--- src/rtl/lsu_mem_ctrl.sv ---
`default_nettype none
// ============================================================================
// Module      : lsu_mem_ctrl
// Description : Load/store unit sitting between the memory stage of the data
//               path and a 4 x 8-bit big-endian, word-addressed data memory.
//               Supports lb/lbu/lh/lhu/lw/sb/sh/sw.  The memory has a single
//               write enable and no byte enables, so sub-word stores are done
//               as read-modify-write.  The fixed memory read latency is hidden
//               behind one req/resp handshake; the data path stalls on busy.
// Ports       : clk_i / rst_b_i        clock, async active-high reset
//               req_*                  request (accepted on valid & ready)
//               resp_*                 one-cycle completion pulse + data/error
//               busy_o                 inverse of req_ready_o
//               mem_addr_o             word address (low two bits zero)
//               mem_data_in_o[0:3]     write lanes, lane 0 = MSB
//               mem_data_out_i[0:3]    read lanes, lane 0 = MSB
//               mem_write_en_o         one-cycle write strobe per store
// Revision    : 1.0 - initial release
// ============================================================================
module lsu_mem_ctrl #(
    parameter int XLEN        = 32,
    parameter int MEM_LATENCY = 1
) (
    input  logic            clk_i,
    input  logic            rst_b_i,
    input  logic            req_valid_i,
    output logic            req_ready_o,
    input  logic            req_write_i,
    input  logic [1:0]      req_size_i,
    input  logic            req_signed_i,
    input  logic [XLEN-1:0] req_addr_i,
    input  logic [XLEN-1:0] req_wdata_i,
    output logic            resp_valid_o,
    output logic            resp_err_o,
    output logic [XLEN-1:0] resp_rdata_o,
    output logic            busy_o,
    output logic [XLEN-1:0] mem_addr_o,
    output logic [7:0]      mem_data_in_o  [0:3],
    input  logic [7:0]      mem_data_out_i [0:3],
    output logic            mem_write_en_o
);

    localparam int CNT_W = (MEM_LATENCY > 1) ? $clog2(MEM_LATENCY) : 1;

    typedef enum logic [1:0] {
        IDLE    = 2'd0,
        RD_WAIT = 2'd1,
        WR      = 2'd2,
        RESP    = 2'd3
    } state_t;

    state_t            state_q;
    logic              write_q;
    logic [1:0]        size_q;
    logic              signed_q;
    logic [1:0]        off_q;
    logic [15:0]       wdata_q;      // only sub-word stores need it later
    logic [CNT_W-1:0]  lat_cnt_q;
    logic [XLEN-1:0]   mem_addr_q;
    logic [7:0]        mem_data_in_q [0:3];
    logic              mem_we_q;
    logic              resp_valid_q;
    logic              resp_err_q;
    logic [XLEN-1:0]   resp_rdata_q;

    logic              req_err_d;
    logic [7:0]        byte_sel;
    logic [15:0]       half_sel;
    logic [31:0]       word_sel;
    logic [XLEN-1:0]   rdata_d;
    logic [7:0]        merge_d [0:3];

    // Misaligned halfword/word or reserved size: answered without touching memory.
    always_comb begin
        req_err_d = 1'b0;
        case (req_size_i)
            2'd1:    req_err_d = req_addr_i[0];
            2'd2:    req_err_d = (req_addr_i[1:0] != 2'b00);
            2'd3:    req_err_d = 1'b1;
            default: req_err_d = 1'b0;
        endcase
    end

    // Load lane selection and extension from the word currently on the bus.
    always_comb begin
        byte_sel = mem_data_out_i[off_q];
        half_sel = {mem_data_out_i[off_q], mem_data_out_i[off_q + 2'd1]};
        word_sel = {mem_data_out_i[0], mem_data_out_i[1],
                    mem_data_out_i[2], mem_data_out_i[3]};
        case (size_q)
            2'd0:    rdata_d = signed_q ? XLEN'($signed(byte_sel)) : XLEN'(byte_sel);
            2'd1:    rdata_d = signed_q ? XLEN'($signed(half_sel)) : XLEN'(half_sel);
            default: rdata_d = XLEN'(word_sel);
        endcase
    end

    // Read-modify-write merge: replace only the addressed lanes.
    always_comb begin
        for (int i = 0; i < 4; i++) begin
            merge_d[i] = mem_data_out_i[i];
        end
        if (size_q == 2'd0) begin
            merge_d[off_q] = wdata_q[7:0];
        end else begin
            merge_d[off_q]        = wdata_q[15:8];
            merge_d[off_q + 2'd1] = wdata_q[7:0];
        end
    end

    always_ff @(posedge clk_i or posedge rst_b_i) begin
        if (rst_b_i) begin
            state_q      <= IDLE;
            write_q      <= 1'b0;
            size_q       <= 2'd0;
            signed_q     <= 1'b0;
            off_q        <= 2'd0;
            wdata_q      <= '0;
            lat_cnt_q    <= '0;
            mem_addr_q   <= '0;
            for (int i = 0; i < 4; i++) begin
                mem_data_in_q[i] <= '0;
            end
            mem_we_q     <= 1'b0;
            resp_valid_q <= 1'b0;
            resp_err_q   <= 1'b0;
            resp_rdata_q <= '0;
        end else begin
            case (state_q)
                IDLE: begin
                    if (req_valid_i) begin
                        write_q  <= req_write_i;
                        size_q   <= req_size_i;
                        signed_q <= req_signed_i;
                        off_q    <= req_addr_i[1:0];
                        wdata_q  <= req_wdata_i[15:0];
                        if (req_err_d) begin
                            resp_valid_q <= 1'b1;
                            resp_err_q   <= 1'b1;
                            resp_rdata_q <= '0;
                            state_q      <= RESP;
                        end else begin
                            mem_addr_q <= {req_addr_i[XLEN-1:2], 2'b00};
                            lat_cnt_q  <= CNT_W'(MEM_LATENCY - 1);
                            if (req_write_i && (req_size_i == 2'd2)) begin
                                // Full-word store needs no read.
                                mem_data_in_q[0] <= req_wdata_i[31:24];
                                mem_data_in_q[1] <= req_wdata_i[23:16];
                                mem_data_in_q[2] <= req_wdata_i[15:8];
                                mem_data_in_q[3] <= req_wdata_i[7:0];
                                mem_we_q         <= 1'b1;
                                state_q          <= WR;
                            end else begin
                                state_q <= RD_WAIT;
                            end
                        end
                    end
                end
                RD_WAIT: begin
                    if (lat_cnt_q == '0) begin
                        if (write_q) begin
                            mem_data_in_q <= merge_d;
                            mem_we_q      <= 1'b1;
                            state_q       <= WR;
                        end else begin
                            resp_valid_q <= 1'b1;
                            resp_err_q   <= 1'b0;
                            resp_rdata_q <= rdata_d;
                            state_q      <= RESP;
                        end
                    end else begin
                        lat_cnt_q <= lat_cnt_q - 1'b1;
                    end
                end
                WR: begin
                    mem_we_q     <= 1'b0;
                    resp_valid_q <= 1'b1;
                    resp_err_q   <= 1'b0;
                    resp_rdata_q <= '0;
                    state_q      <= RESP;
                end
                RESP: begin
                    resp_valid_q <= 1'b0;
                    state_q      <= IDLE;
                end
                default: state_q <= IDLE;
            endcase
        end
    end

    assign req_ready_o    = (state_q == IDLE);
    assign busy_o         = (state_q != IDLE);
    assign resp_valid_o   = resp_valid_q;
    assign resp_err_o     = resp_err_q;
    assign resp_rdata_o   = resp_rdata_q;
    assign mem_addr_o     = mem_addr_q;
    assign mem_data_in_o  = mem_data_in_q;
    assign mem_write_en_o = mem_we_q;

endmodule
`default_nettype wire

--- config.mk ---
export PLATFORM = sky130hd
export DESIGN_NAME = lsu_mem_ctrl
export DESIGN_NICKNAME = d
export VERILOG_FILES = /design/src/rtl/lsu_mem_ctrl.sv
export SDC_FILE = /design/constraint.sdc
export NUM_CORES = 1
export LEC_CHECK = 0
export ABC_AREA = 1
export CAP_MARGIN = 20
export CELL_PAD_IN_SITES_DETAIL_PLACEMENT = 1
export CELL_PAD_IN_SITES_GLOBAL_PLACEMENT = 1
export CORE_MARGIN = 4
export CORE_UTILIZATION = 31
export CTS_CLUSTER_DIAMETER = 200
export DETAILED_ROUTE_END_ITERATION = 7
export PLACE_DENSITY = 0.79
export SLEW_MARGIN = 40
export SYNTH_ARGS = -nofsm -noshare
export SYNTH_HDL_FRONTEND = slang
export SYNTH_SLANG_ARGS = --single-unit
--- constraint.sdc ---
create_clock -name clk_i -period 4.5 [get_ports clk_i]
set_input_delay 1.35 -clock clk_i [delete_from_list [all_inputs] [get_ports clk_i]]
set_output_delay 1.35 -clock clk_i [all_outputs]
set_load 0.01 [all_outputs]
Word-level counts from Yosys, hierarchy flattened
Index checks and enable logic that the tools add are counted.
Widths: inputs -> output; s select.
- bits in registers: 122
- input port bits: 103
- output and inout port bits: 101
- logic and storage cells: 109
- $add $sub $neg: 2
- magnitude comparators: 4
- equality and inequality tests: 14
- muxes and demuxes: 53
- bitwise operators: 3
- reductions and logical operators: 17
- operator list (kind ; number):
    $mux 32 ; 12
    $pmux 32 s2 ; 2
    $bwmux 32 ; 3
    $pmux 32 s3 ; 1
    $mux 8 ; 6
    $bmux 8 s2 ; 2
    $demux 8 s2 ; 2
    $mux 1 ; 15
    $reduce_and 6->1 ; 2
    $ne 2x2->1 const B ; 5
    $pmux 1 s3 ; 3
    $eq 2x2->1 const B ; 4
    $mux 2 ; 4
    $pmux 2 s4 ; 1
    $eq 2x1->1 const B ; 3
    $ge 3x3->1 const B ; 2
    $lt 3x1->1 const B ; 2
    $not 2->3 ; 2
    $reduce_and 3->1 ; 2
    $reduce_bool 2->1 ; 3
    $reduce_and 5->1 ; 1
    $logic_not 2->1 ; 2
    $ne 2x1->1 const B ; 2
    $pmux 1 s4 ; 1
    other kinds (8) ; 11

Logic depth before layout (Yosys ltp)
- depth after elaboration: 11
- depth in mapped cells: 15

Worst setup path after synthesis
No wires, ideal clock.
- path kind: input -> register
- from: input port req_valid_i
- to: register signed_q
- setup time: 0.125 ns
- data arrival time: 2.248 ns
- data required time: 4.375 ns
- slack: 2.127 ns
- stages: 4
- buffers on the path: 2
- path through: buf_2 > nand2_1 > buf_2 > mux2_2
- longest elaborated chain between the ends: 1
- ends and longest elaborated chain (item ; line ; source):
    start: declaration ; 26 ; input logic req_valid_i,
    $reduce_and 2->1 (no line) ; n/a ;
    end signal: assignment ; 133 ; signed_q <= req_signed_i;
    end: declaration ; 55 ; logic signed_q;
Every way passes these cells.
A chain may end at the register's enable or synchronous reset.

Worst setup path after layout
- from: register state_q[0]
- to: output port busy_o
- longest elaborated chain between the ends: 1
- ends and longest elaborated chain (item ; line ; source):
    start: declaration ; 52 ; state_t state_q;
    start signal: assignment ; 112 ; state_q <= IDLE;
    start signal: assignment ; 140 ; state_q <= RESP;
    start signal: assignment ; 151 ; state_q <= WR;
    $reduce_bool 2->1 ; 191 ; assign busy_o = (state_q != IDLE);
    end: declaration ; 36 ; output logic busy_o,
Every way passes these cells.

==> qor.csv <==
stage,metric,value,unit
run_status,outcome,"finished, final reports clean",
finish,Layout area overhead,35.1,%
critical_path,crit path to,busy_o,
sta,RSZ-0062 raised after global routing,false,
placed_design,dpl cells,1672,
clock_tree,CTS max path bufs,2,
routing,Avg WL per Cell,17.5,um
routing,ANT nets after route,0,
sta,Setup Skew,0.0101,ns
synth,Post-Synthesis Cells,1218,
sta,final setup vio count,0,
synth,Syn Area/Cell,6.39,sq um
critical_path,worst r2r dst,mem_data_in_o[31],
finish,NumNets Final,1480,
routing,final WL,29.8,mm
synth,"top cells by area, synth","dfrtp_1, nand2_1, nand3_1",
synth,leading register cell type out of synthesis,dfrtp_1,
critical_path,Setup crit end kind,output pin,
clock_tree,Post-CTS Hold Buffers,0,
sta,Hold Worst Slack,0.469,ns
sta,Worst-Margin Slew,0.782,ns
clock_tree,clk_lat worst skew,0.43,ns
clock_tree,CTS H-tree lvls,4,
critical_path,Critical Path RT,3.15,ns
floorplanning,Die W,166,um
global_route,first-pass GRT wire length,48.3,mm
placed_design,Routability Congestion,0.865,
synth,Ys Warns,0,
clock_tree,CTS Buf Count,17,
placed_design,DP Wirelength,21.3,mm
synth,"Seq/Total Area, Yosys",38.9,%
floorplanning,Ports,204,
clock_tree,Setup Buffers After CTS,0,
synth,Seq cells post-synth,121,
critical_path,worst r2r src,off_q[0],
sta,Slew headroom,47.8,%
critical_path,"Max FO, Critical Path",8,
sta,min cycle time layout,3.38,ns
synth,"area leader, netlist",dfrtp_1,
power_and_ir_drop,"IR drop worst, VDD",0.381,mV
hold_path,worst min path class,reg2reg,
routing,Initial DRT Pass Iterations,4,
critical_path,critical setup path kind,reg2out,
synth,post-synthesis instance area,7790,sq um
critical_path,worst reg2reg path depth,11,
finish,Post-Route Utilization,42.9,%
clock_tree,Clock transition at path regs,0.07,ns
finish,fillcell total,3155,
sta,max-slew violations,0,
synth,"EDFF count, synth",0,
finish,"non-filler cells, final",1704,
sta,Final period util,75.1,%
clock_tree,post-CTS sizing,0,
synth,Synth cell types,28,
power_and_ir_drop,P_leak,0.00553,uW
floorplanning,Initial Util,31.7,%
global_route,grt ovf,0,
critical_path,Setup crit start,state_q[0],
global_route,GRT Util Overall,21.3,%
sta,fmax,296,MHz
floorplanning,die area,27700,sq um
floorplanning,number of cell rows,57,
global_route,largest net degree at the start of global routing,122,
sta,Hold Fails Final Rpt,0,
routing,DRC viols,0,
finish,share of cells above drive strength 1,5.36,%
clock_tree,CTS tree,yes,
routing,Via density,4.92,
clock_tree,clk root buf,clkbuf_16,
global_route,number of global-route vias before repair,8857,
clock_tree,CTS Sinks,121,
finish,# diodes,0,
critical_path,r2r setup slk,1.55,ns
synth,"count leader, synth",nand2_1,
global_route,initial antenna violation count,0,
routing,Iter 0 DRT Violations,517,
sta,final setup TNS,0,ns
run,MaxCap Viol Count,0,
critical_path,critical path startpoint category,flip-flop,
synth,most frequent cells after synthesis,"nand2_1, dfrtp_1, nand3_1",
hold_path,hold path start,mem_addr_o[17],
floorplanning,DIE HEIGHT,166,um
critical_path,"Arr. time, crit path",2.03,ns
floorplanning,Core Box Area,24500,sq um
synth,Synth top area share,38.9,%
placed_design,I/O Buffers,201,
synth,Async SR Flop Fraction,100,%
power_and_ir_drop,power per cell area,759,nW/um^2
routing,via count,8379,
-- power by group --
part / total (uW) / switching [uW] / internal (uW)
combinational: 4460 / 2730 / 1720
sequential: 2020 / 438 / 1580
clock: 1510 / 615 / 895
total: 7990 / 3790 / 4200
-- cells by family after synthesis --
logic type / count (synthesis) / synth area share (%)
adders and majority gates: 10 / 1.61
DFF: 121 / 38.9
muxes: 9 / 1.30
buffers and inverters: 170 / 9.66
AOI/OAI and AO/OA: 103 / 6.92
other: 1 / 0.0482
and+or+nand+nor: 804 / 41.6
-- metrics by stage --
| stage | instance area, sq um | total power (uW) | worst slack (ns) |
|---|---|---|---|
| 6_report | 10500 | 7990 | 1.12 |
| 5_1_grt | 10500 | 8700 | 1.01 |
| 4_1_cts | 10500 | 8060 | 1.11 |
| 3_5_place_dp | 9890 | 6490 | 0.760 |
| 3_3_place_gp | 9870 | 6350 | 0.869 |
| 2_1_floorplan | 7790 | 4800 | 1.67 |
-- worst min path at each step --
stage / to / slack (ns) / cells past startpoint
6_report: mem_addr_o[17] / 0.47 / 2
5_1_grt: mem_addr_o[26] / 0.50 / 2
4_1_cts: mem_addr_o[17] / 0.47 / 2
3_5_place_dp: mem_addr_o[29] / 0.46 / 2
3_3_place_gp: mem_addr_o[17] / 0.45 / 2
2_1_floorplan: wdata_q[15] / 0.50 / 2
-- layout make-up --
cell class / count / area, sq um / area share (%)
multi-input combinational: 928 / 4010 / 38.2
inverter: 89 / 340 / 3.24
clock buffer: 17 / 425 / 4.04
sequential: 121 / 3030 / 28.8
tap: 324 / 405 / 3.85
timing repair buffer: 210 / 2100 / 20.0
clock inverter: 15 / 205 / 1.95
-- flip-flops by register name (all words and copies together), names as in the netlist --
register	cells
mem_data_in_o	32
resp_rdata_o	32
mem_addr_o	30
wdata_q	16
off_q	2
size_q	2
state_q	2
mem_write_en_o	1
resp_err_o	1
resp_valid_o	1
signed_q	1
write_q	1
-- layout by cell type, fill, tap and decap left out, types with 2 or more instances in the layout --
master           instances
a21oi_1                 59
a21oi_4                  2
buf_4                    7
bufinv_16                3
clkbuf_16               17
clkdlybuf4s50_1        201
clkinvlp_4               3
conb_1                   2
dfrtp_1                120
ha_1                    10
inv_1                   80
inv_2                    6
inv_6                    6
inv_8                    2
mux2_2                   9
nand2_1                649
nand2_2                  3
nand3_1                110
nand3_2                  4
nand4_1                  2
nor2_1                  27
nor2_4                   3
nor3_1                   3
o21ai_0                 41
-- metal layers --
metal	track usage, %	share of wire [%]
met5	0	0
met4	5.94	2.5
met3	6.38	7.1
met2	34.7	46
met1	27.6	44
-- critical path, stage by stage (launching register included) --
cell,delay [ns]
dfrtp_1,0.43
inv_1,0.09
ha_1,0.35
inv_2,0.17
clkdlybuf4s50_1,0.56
Power figures use the tool's default switching activity.
